## config.mk

```make
export PLATFORM = sky130hd
export DESIGN_NAME = port_out
export DESIGN_NICKNAME = d
export VERILOG_FILES = /design/src/rtl/router_pkg.sv /design/src/rtl/pkt_hold_reg.sv /design/src/rtl/port_out.sv
export SDC_FILE = /design/constraint.sdc
export NUM_CORES = 1
export LEC_CHECK = 0
export BUFFER_PORTS_ARGS = -buffer_cell sky130_fd_sc_hd__buf_2
export CELL_PAD_IN_SITES_DETAIL_PLACEMENT = 0
export CELL_PAD_IN_SITES_GLOBAL_PLACEMENT = 1
export CORE_AREA = 2 2 103 105
export CTS_BUF_LIST = sky130_fd_sc_hd__clkbuf_8
export DETAILED_ROUTE_END_ITERATION = 7
export DIE_AREA = 0 0 105 107
export HOLD_SLACK_MARGIN = 0.15
export PLACE_DENSITY_LB_ADDON = 0.1
export SLEW_MARGIN = 10
export SYNTH_ARGS = -nofsm -noshare
export SYNTH_HDL_FRONTEND = slang
export SYNTH_SLANG_ARGS = --single-unit
```

## constraint.sdc

```tcl
create_clock -name clock -period 2 [get_ports clock]
set_clock_uncertainty 0.2 [all_clocks]
set_input_delay 0.4 -clock clock [delete_from_list [all_inputs] [get_ports clock]]
set_output_delay 0.4 -clock clock [all_outputs]
set_load 0.005 [all_outputs]
```

## src/rtl/router_pkg.sv

```systemverilog
// Types and widths shared by the router's input port, arbiter and port_out.
package router_pkg;

   localparam int ADDR_W    = 4;
   localparam int PAYLOAD_W = 32;

   typedef enum logic [1:0] {
      IDLE = 2'd0,
      ADDR = 2'd1,
      PAY  = 2'd2,
      GAP  = 2'd3
   } port_out_state_e;

   typedef struct packed {
      logic [ADDR_W-1:0]    addr;
      logic [PAYLOAD_W-1:0] payload;
   } packet_t;

   function automatic int max3(input int a, input int b, input int c);
      int m;
      m = (a > b) ? a : b;
      return (m > c) ? m : c;
   endfunction

endpackage

```

## src/rtl/pkt_hold_reg.sv

```systemverilog
// Single-entry holding register: valid flag plus data, written on accept and
// cleared when the consumer takes the entry.
module pkt_hold_reg #(
   parameter int W = 36
) (
   input  logic         i_clk,
   input  logic         i_rst,
   input  logic         i_wr,
   input  logic         i_clr,
   input  logic [W-1:0] i_wdata,
   output logic         o_full,
   output logic [W-1:0] o_rdata
);

   logic         r_full;
   logic [W-1:0] r_data;

   // The producer only writes while empty, so write and clear never coincide.
   always_ff @(posedge i_clk) begin
      if (i_rst) begin
         r_full <= 1'b0;
         r_data <= '0;
      end else if (i_wr) begin
         r_full <= 1'b1;
         r_data <= i_wdata;
      end else if (i_clr) begin
         r_full <= 1'b0;
      end
   end

   assign o_full  = r_full;
   assign o_rdata = r_data;

endmodule

```

## src/rtl/port_out.sv

```systemverilog
// Router serial output port: takes one parallel packet and shifts it out
// LSB-first as an address phase then a payload phase, followed by idle gap cycles.
module port_out #(
   parameter int AW  = router_pkg::ADDR_W,
   parameter int PW  = router_pkg::PAYLOAD_W,
   parameter int GAP = 1
) (
   input  logic          clock,
   input  logic          reset,
   input  logic          in_vld,
   input  logic [AW-1:0] in_addr,
   input  logic [PW-1:0] in_payload,
   output logic          in_rdy,
   output logic          frame_n,
   output logic          valid_n,
   output logic          dout,
   output logic          busy,
   output logic          sent,
   output logic [1:0]    dbg_state
);

   import router_pkg::*;

   localparam int HW = AW + PW;
   localparam int CW = $clog2(router_pkg::max3(AW, PW, GAP) + 1);

   localparam logic [CW-1:0] ADDR_LAST = CW'(AW - 1);
   localparam logic [CW-1:0] PAY_LAST  = CW'(PW - 1);
   localparam logic [CW-1:0] PAY_PEN   = CW'(PW - 2);
   localparam logic [CW-1:0] GAP_LAST  = CW'(GAP - 1);

   logic            w_hold_full;
   logic [HW-1:0]   w_hold_data;
   logic            w_accept;
   logic            w_gap_last;
   logic            w_load;
   logic            w_next_idle;
   logic            w_hold_next;

   port_out_state_e r_state;
   logic [CW-1:0]   r_cnt;
   logic [AW-1:0]   r_addr_sh;
   logic [PW-1:0]   r_pay_sh;
   logic            r_frame_n;
   logic            r_valid_n;
   logic            r_dout;
   logic            r_sent;
   logic            r_busy;

   assign w_accept    = in_vld && !w_hold_full;
   assign w_gap_last  = (r_state == router_pkg::GAP) && (r_cnt == GAP_LAST);
   assign w_load      = w_hold_full && ((r_state == IDLE) || w_gap_last);
   assign w_next_idle = ((r_state == IDLE) || w_gap_last) && !w_hold_full;
   assign w_hold_next = w_accept || (w_hold_full && !w_load);

   pkt_hold_reg #(.W(HW)) u_hold (
      .i_clk   (clock),
      .i_rst   (reset),
      .i_wr    (w_accept),
      .i_clr   (w_load),
      .i_wdata ({in_addr, in_payload}),
      .o_full  (w_hold_full),
      .o_rdata (w_hold_data)
   );

   always_ff @(posedge clock) begin
      if (reset) begin
         r_state   <= IDLE;
         r_cnt     <= '0;
         r_addr_sh <= '0;
         r_pay_sh  <= '0;
         r_frame_n <= 1'b1;
         r_valid_n <= 1'b1;
         r_dout    <= 1'b0;
         r_sent    <= 1'b0;
         r_busy    <= 1'b0;
      end else begin
         r_busy <= !w_next_idle || w_hold_next;
         case (r_state)
            IDLE: begin
            end
            ADDR: begin
               if (r_cnt == ADDR_LAST) begin
                  r_state   <= PAY;
                  r_cnt     <= '0;
                  r_valid_n <= 1'b0;
                  r_frame_n <= (PW == 1);
                  r_sent    <= (PW == 1);
                  r_dout    <= r_pay_sh[0];
                  r_pay_sh  <= r_pay_sh >> 1;
               end else begin
                  r_cnt     <= r_cnt + 1'b1;
                  r_dout    <= r_addr_sh[0];
                  r_addr_sh <= r_addr_sh >> 1;
               end
            end
            PAY: begin
               if (r_cnt == PAY_LAST) begin
                  r_state   <= router_pkg::GAP;
                  r_cnt     <= '0;
                  r_frame_n <= 1'b1;
                  r_valid_n <= 1'b1;
                  r_dout    <= 1'b0;
                  r_sent    <= 1'b0;
               end else begin
                  // Final payload bit doubles as the end-of-frame marker.
                  r_cnt     <= r_cnt + 1'b1;
                  r_dout    <= r_pay_sh[0];
                  r_pay_sh  <= r_pay_sh >> 1;
                  r_frame_n <= (r_cnt == PAY_PEN);
                  r_sent    <= (r_cnt == PAY_PEN);
               end
            end
            router_pkg::GAP: begin
               if (w_gap_last) begin
                  r_state <= IDLE;
                  r_cnt   <= '0;
               end else begin
                  r_cnt <= r_cnt + 1'b1;
               end
            end
            default: r_state <= IDLE;
         endcase

         // Loading overrides the state-local updates above; address bit 0 goes out now.
         if (w_load) begin
            r_state   <= ADDR;
            r_cnt     <= '0;
            r_addr_sh <= w_hold_data[HW-1:PW] >> 1;
            r_pay_sh  <= w_hold_data[PW-1:0];
            r_dout    <= w_hold_data[PW];
            r_frame_n <= 1'b0;
            r_valid_n <= 1'b1;
            r_sent    <= 1'b0;
         end
      end
   end

   assign in_rdy    = !w_hold_full;
   assign frame_n   = r_frame_n;
   assign valid_n   = r_valid_n;
   assign dout      = r_dout;
   assign sent      = r_sent;
   assign busy      = r_busy;
   assign dbg_state = r_state;

endmodule
```

Yosys cells after proc, flatten, opt, wreduce, memory -nomap -nowiden
Index checks and enable logic that the tools add are counted.
{ "totals": {"reg_bits": 85, "in_bits": 39} }
{ "op_classes": {"reduce_logical": 27, "n_mux": 30, "eq_ne": 14, "n_addsub": 1} }
{ "ops": {"columns": ["operator", "count"], "rows": [
  ["two-way mux 32 bit", 3],
  ["one-hot mux 32 bit (2 select lines)", 1],
  ["two-way mux 6 bit", 3],
  ["one-hot mux 6 bit (3 select lines)", 1],
  ["== test 6 x 5 -> 1 bit, second input constant", 2],
  ["inequality test 3 bit, second input constant", 4],
  ["two-way mux 1 bit", 11],
  ["two-way mux 3 bit", 3],
  ["inequality test 2 bit, second input constant", 4],
  ["one-hot mux 1 bit (2 select lines)", 4],
  ["AND reduction 4 bit", 2],
  ["adder 6 x 1 -> 6 bit, second input constant", 1],
  ["== test 6 x 2 -> 1 bit, second input constant", 1],
  ["logical NOT 6 bit", 1],
  ["two-way mux 2 bit", 3],
  ["one-hot mux 2 bit (3 select lines)", 1],
  ["AND reduction 2 bit", 3],
  ["AND reduction 3 bit", 2],
  ["nonzero test 2 bit", 3],
  ["nonzero test 3 bit", 2],
  ["logical AND 1 bit", 5],
  ["== test 2 bit, second input constant", 2],
  ["nonzero test 4 bit", 1],
  ["logical NOT 1 bit", 3],
  ["4 further kinds", 6]
]} }

Logic depth before layout (Yosys ltp)
{ "depth": {"word_depth": 8, "depth_mapped": 8} }

Hierarchy
From an unflattened synthesis, not the netlist that was laid out.
{ "unflattened": {"cells_unflattened": 425, "area_unflattened_um2": 4045.1} }
{ "modules_own_cells": {"columns": ["mod", "instances", "cells_per_inst", "area_each_um2"], "rows": [
  ["port_out", 1, 305, 2703.8],
  ["pkt_hold_reg", 1, 120, 1341.3]
]} }

Worst setup path after synthesis
OpenSTA, ideal clock, no wires.
{ "synth_path": {"path_kind": "flip-flop to flip-flop", "from": "reg r_cnt[2]", "to": "reg r_pay_sh[1]", "t_required_ns": 1.668, "slack_ns": -0.015, "t_arrival_ns": 1.684, "stages_incl_launch_ff": 7, "path_cell_list": "dfxtp_1 -> or4_4 -> o31a_1 -> buf_6 -> buf_8 -> nand4_1 -> o221ai_2"} }
{ "synth_via": {"elab_chain_len": 6, "elab_cells_between_ends": 11, "classes_between": "4 x eq/ne; 1 x mux; 6 x reduce/logical"} }
{ "synth_rtl": {"columns": ["item", "line", "rtl"], "rows": [
  ["start, declared", "port_out.sv:41", "logic [CW-1:0] r_cnt;"],
  ["start signal, assigned", "port_out.sv:92", "r_cnt <= r_cnt + 1'b1;"],
  ["start signal, assigned", "port_out.sv:107", "r_cnt <= r_cnt + 1'b1;"],
  ["start signal, assigned", "port_out.sv:119", "r_cnt <= r_cnt + 1'b1;"],
  ["logical NOT 6 bit", "port_out.sv:51", "assign w_gap_last = (r_state == router_pkg::GAP) && (r_cnt == GAP_LAST);"],
  ["logical AND 1 bit", "port_out.sv:51", null],
  ["logical OR 1 bit", "port_out.sv:52", "assign w_load = w_hold_full && ((r_state == IDLE) || w_gap_last);"],
  ["logical AND 1 bit", "port_out.sv:52", null],
  ["inequality test 3 bit (no line) or nonzero test 3 bit (tied branches)", null, null],
  ["AND reduction 3 bit (no line)", null, null],
  ["end signal, assigned", "port_out.sv:90", "r_pay_sh <= r_pay_sh >> 1;"],
  ["end signal, assigned", "port_out.sv:109", "r_pay_sh <= r_pay_sh >> 1;"],
  ["end signal, assigned", "port_out.sv:130", "r_pay_sh <= w_hold_data[PW-1:0];"],
  ["end, declared", "port_out.sv:43", "logic [PW-1:0] r_pay_sh;"]
]} }
Parallel ways exist; a longest one is shown, timed or not.
A chain may end at the register's enable or synchronous reset.

Final worst setup path
{ "layout_path": {"from": "reg r_cnt[4]", "to": "reg r_pay_sh[21]"} }
Same word-level chain as after synthesis.

==> results.json <==
{
  "violations": "negative setup slack",
  "core_um2": 10090,
  "hold_viol_final": 0,
  "diodes": 0,
  "powerDensity_nw_per_um2": 862.0,
  "rsz0062_at_grt": "true",
  "cts_tree": "yes",
  "hold_path_end": "u_hold.o_rdata[1]",
  "clock_latency_ps": 370,
  "r2r_start": "r_cnt[4]",
  "layout_min_cycle_time_ps": 2007,
  "tightest_slew_ps": 400.6,
  "finalWeightedCongestion": 0.8255,
  "crit_arrival_ps": 2060,
  "fin_hold_ws_ps": 258.9,
  "yosysTopAreaCell": "dfxtp_1",
  "synthCells": 456,
  "synth_edf_count": 0,
  "drt-pass1-iter-count": 4,
  "numCtsBuffers": 9,
  "first_global_vias": 3469,
  "seq_area_frac_synth": 0.4208,
  "grt_first_pass_wirelength_um": 16600,
  "highest_layer": "met4",
  "io_buffers": 46,
  "crit_path_end_kind": "flop",
  "route.met3.wl_um": 277,
  "ctsRootBufferMaster": "clkbuf_8",
  "antenna_left": 0,
  "die_x_um": 105,
  "layout-drive-gt1-share": 0.3159,
  "ys_ff_latch": 85,
  "wl_um": 10260,
  "drv_cap": 0,
  "wl_met2_um": 4574,
  "start_kind": "flop",
  "dp_hpwl_um": 6335,
  "start_util": 0.4007,
  "track_usage": 0.1843,
  "synth_area_leaders": "dfxtp_1 (42%), o221ai_2 (12%), nand2_1 (10%)",
  "drc": 0,
  "wl_per_cell_um": 14.47,
  "synth_common_cells": "nand2_1 (111), dfxtp_1 (85), a21oi_1 (44), inv_1 (40), o221ai_2 (31)",
  "syn_area_per_cell_um2": 8.868,
  "setup_tns_ps": -7.191,
  "yosysMostFrequentCell": "nand2_1",
  "criticalPathCategory": "flop to flop",
  "dp.cells": 642,
  "grt.overflow.total": 0,
  "setup-violations-final": 2,
  "postLayoutSetupSlackWorst_ps": -6.669,
  "stdcell_count": 709,
  "synth_ff_type": "dfxtp_1",
  "yosysUniqueCellTypes": 47,
  "path_max_fanout": 18,
  "place_ws_ps": -94.88,
  "synth_top_area_frac": 0.4208,
  "die_area_um2": 11240,
  "m1WireLength_um": 5224,
  "p_leak_nw": 2.059,
  "p_total_w": 0.004723,
  "min_path_type": "flop to flop",
  "ff2ff_path_depth": 5,
  "numClockSinks": 85,
  "max_slew_margin": 0.7329,
  "async_flop_share": 0,
  "regToRegEndpoint": "r_pay_sh[21]",
  "area_growth_pct": 35.49,
  "via_per_inst": 5.024,
  "cp.required_ps": 2050,
  "syn-num-nets": 504,
  "cts.htree.levels": 3,
  "cts.reportedPaths.clkPinSlew_ps": 80,
  "clock_path_buffers": 2,
  "die_h_um": 107,
  "syn_area_um2": 4044,
  "whs_path_depth": 2,
  "final_max_slew_viol_count": 0,
  "fmaxAchievable_mhz": 498.3,
  "grt_max_degree": 37,
  "num_rows": 37,
  "vias": 3562,
  "first_iter_violations": 193,
  "yosysWarnings": 0,
  "fillers": 1011,
  "antenna_found_initial": 0,
  "cp-startpoint": "r_cnt[4]",
  "hp-start": "u_hold.o_rdata[1]",
  "status": "finished with violations",
  "fin_crit_sh": 1.003,
  "nNetsFinal": 616,
  "r2r_slack_ps": -7,
  "pin_count": 47,
  "vdd.ir_drop.worst_uv": 459.9
}
==> report_power, final <==
part	switching (W)	leakage, nW	internal (W)
sequential	0.0000932	0.695	0.00183
clock	0.000630	0.0984	0.000473
combinational	0.000966	1.27	0.000732
total	0.00169	2.06	0.00303
==> stage by stage <==
stage	util	cell area (um2)
after floorplan	-	4049
final	0.5429	5479
after global placement	0.4552	4594
after global routing	0.5429	5479
after CTS	0.5181	5229
after detailed placement	0.4552	4594
==> flip-flops by register name, summed over array words and instances, names as in the netlist <==
signal          cells
valid_n             1
busy                1
r_addr_sh           3
r_pay_sh           32
sent                1
u_hold.o_rdata     36
frame_n             1
r_cnt               6
dout                1
dbg_state           2
u_hold.o_full       1
==> final cells by class <==
class                      count  area, um2  area share
multi-input combinational    296       2096      0.3825
sequential                    85       1708      0.3117
timing repair buffer         135       1182      0.2158
tap                          136      170.2     0.03106
inverter                      41      153.9     0.02809
clock buffer                  10      137.6     0.02512
clock inverter                 6      31.28    0.005709
==> worst max-delay path: stages, from the launching register on <==
cell,delay (ps)
dfxtp_1,320
or4_4,570
o31a_4,420
buf_12,180
nand4_1,110
o221ai_2,100
==> logic make-up after synthesis <==
| logic type | Yosys count | share of synthesized area |
|---|---|---|
| DFF | 85 | 0.4208 |
| and+or+nand+nor | 180 | 0.2184 |
| xor gates and xnor gates | 5 | 0.01083 |
| adders and majority gates | 9 | 0.02785 |
| buffers and inverters | 75 | 0.09684 |
| AOI/OAI and AO/OA | 101 | 0.2228 |
| muxes | 1 | 0.002475 |
==> worst max path at each step <==
stage	to	slack [ps]	cells past startpoint
after floorplan	dbg_state[1]	-5	6
after global placement	r_cnt[5]	-30	5
after detailed placement	r_pay_sh[27]	-90	5
after CTS	r_pay_sh[21]	-8	5
after global routing	r_pay_sh[27]	-40	7
final	r_pay_sh[21]	-7	5
==> cells in the final DEF, fill, tap and decap left out, types with 2 or more instances in the layout <==
| cell | count |
|---|---|
| buf_12 | 8 |
| buf_2 | 46 |
| nor2_1 | 12 |
| o221ai_2 | 31 |
| xnor2_1 | 2 |
| buf_4 | 36 |
| dfxtp_2 | 5 |
| nand3_1 | 5 |
| nor2b_1 | 2 |
| ha_1 | 7 |
| a31oi_2 | 2 |
| dfxtp_1 | 80 |
| nand4_1 | 28 |
| nand4_2 | 4 |
| a21oi_1 | 42 |
| clkinv_2 | 3 |
| inv_1 | 42 |
| clkbuf_16 | 3 |
| a21boi_4 | 2 |
| o21ai_0 | 3 |
| a21oi_2 | 2 |
| or4_4 | 2 |
| a311oi_1 | 2 |
| and4b_2 | 2 |
| xor2_1 | 3 |
| dlygate4sd3_1 | 37 |
| nor3_1 | 2 |
| nand2_1 | 110 |
| clkbuf_8 | 10 |
| o41ai_2 | 2 |
| buf_6 | 3 |
| and3_1 | 2 |
==> metal layers <==
layer,track usage,vias to the layer above
li1,-,1826
met1,0.2487,1670
met2,0.2922,54
met3,0.02796,12
met4,0.08095,0
met5,0,-
==> repair_timing <==
| action | CTS | global route |
|---|---|---|
| pin swaps | 9 | 15 |
| gates cloned | 1 | 4 |
| endpoints found under the hold margin | 37 | 0 |
| hold buffers | 37 | 0 |
| resized for setup | 9 | 26 |
| endpoints found under the setup margin | 38 | 47 |
| buffers inserted | 5 | 4 |
No activity file was read; power rests on OpenSTA's default activity.
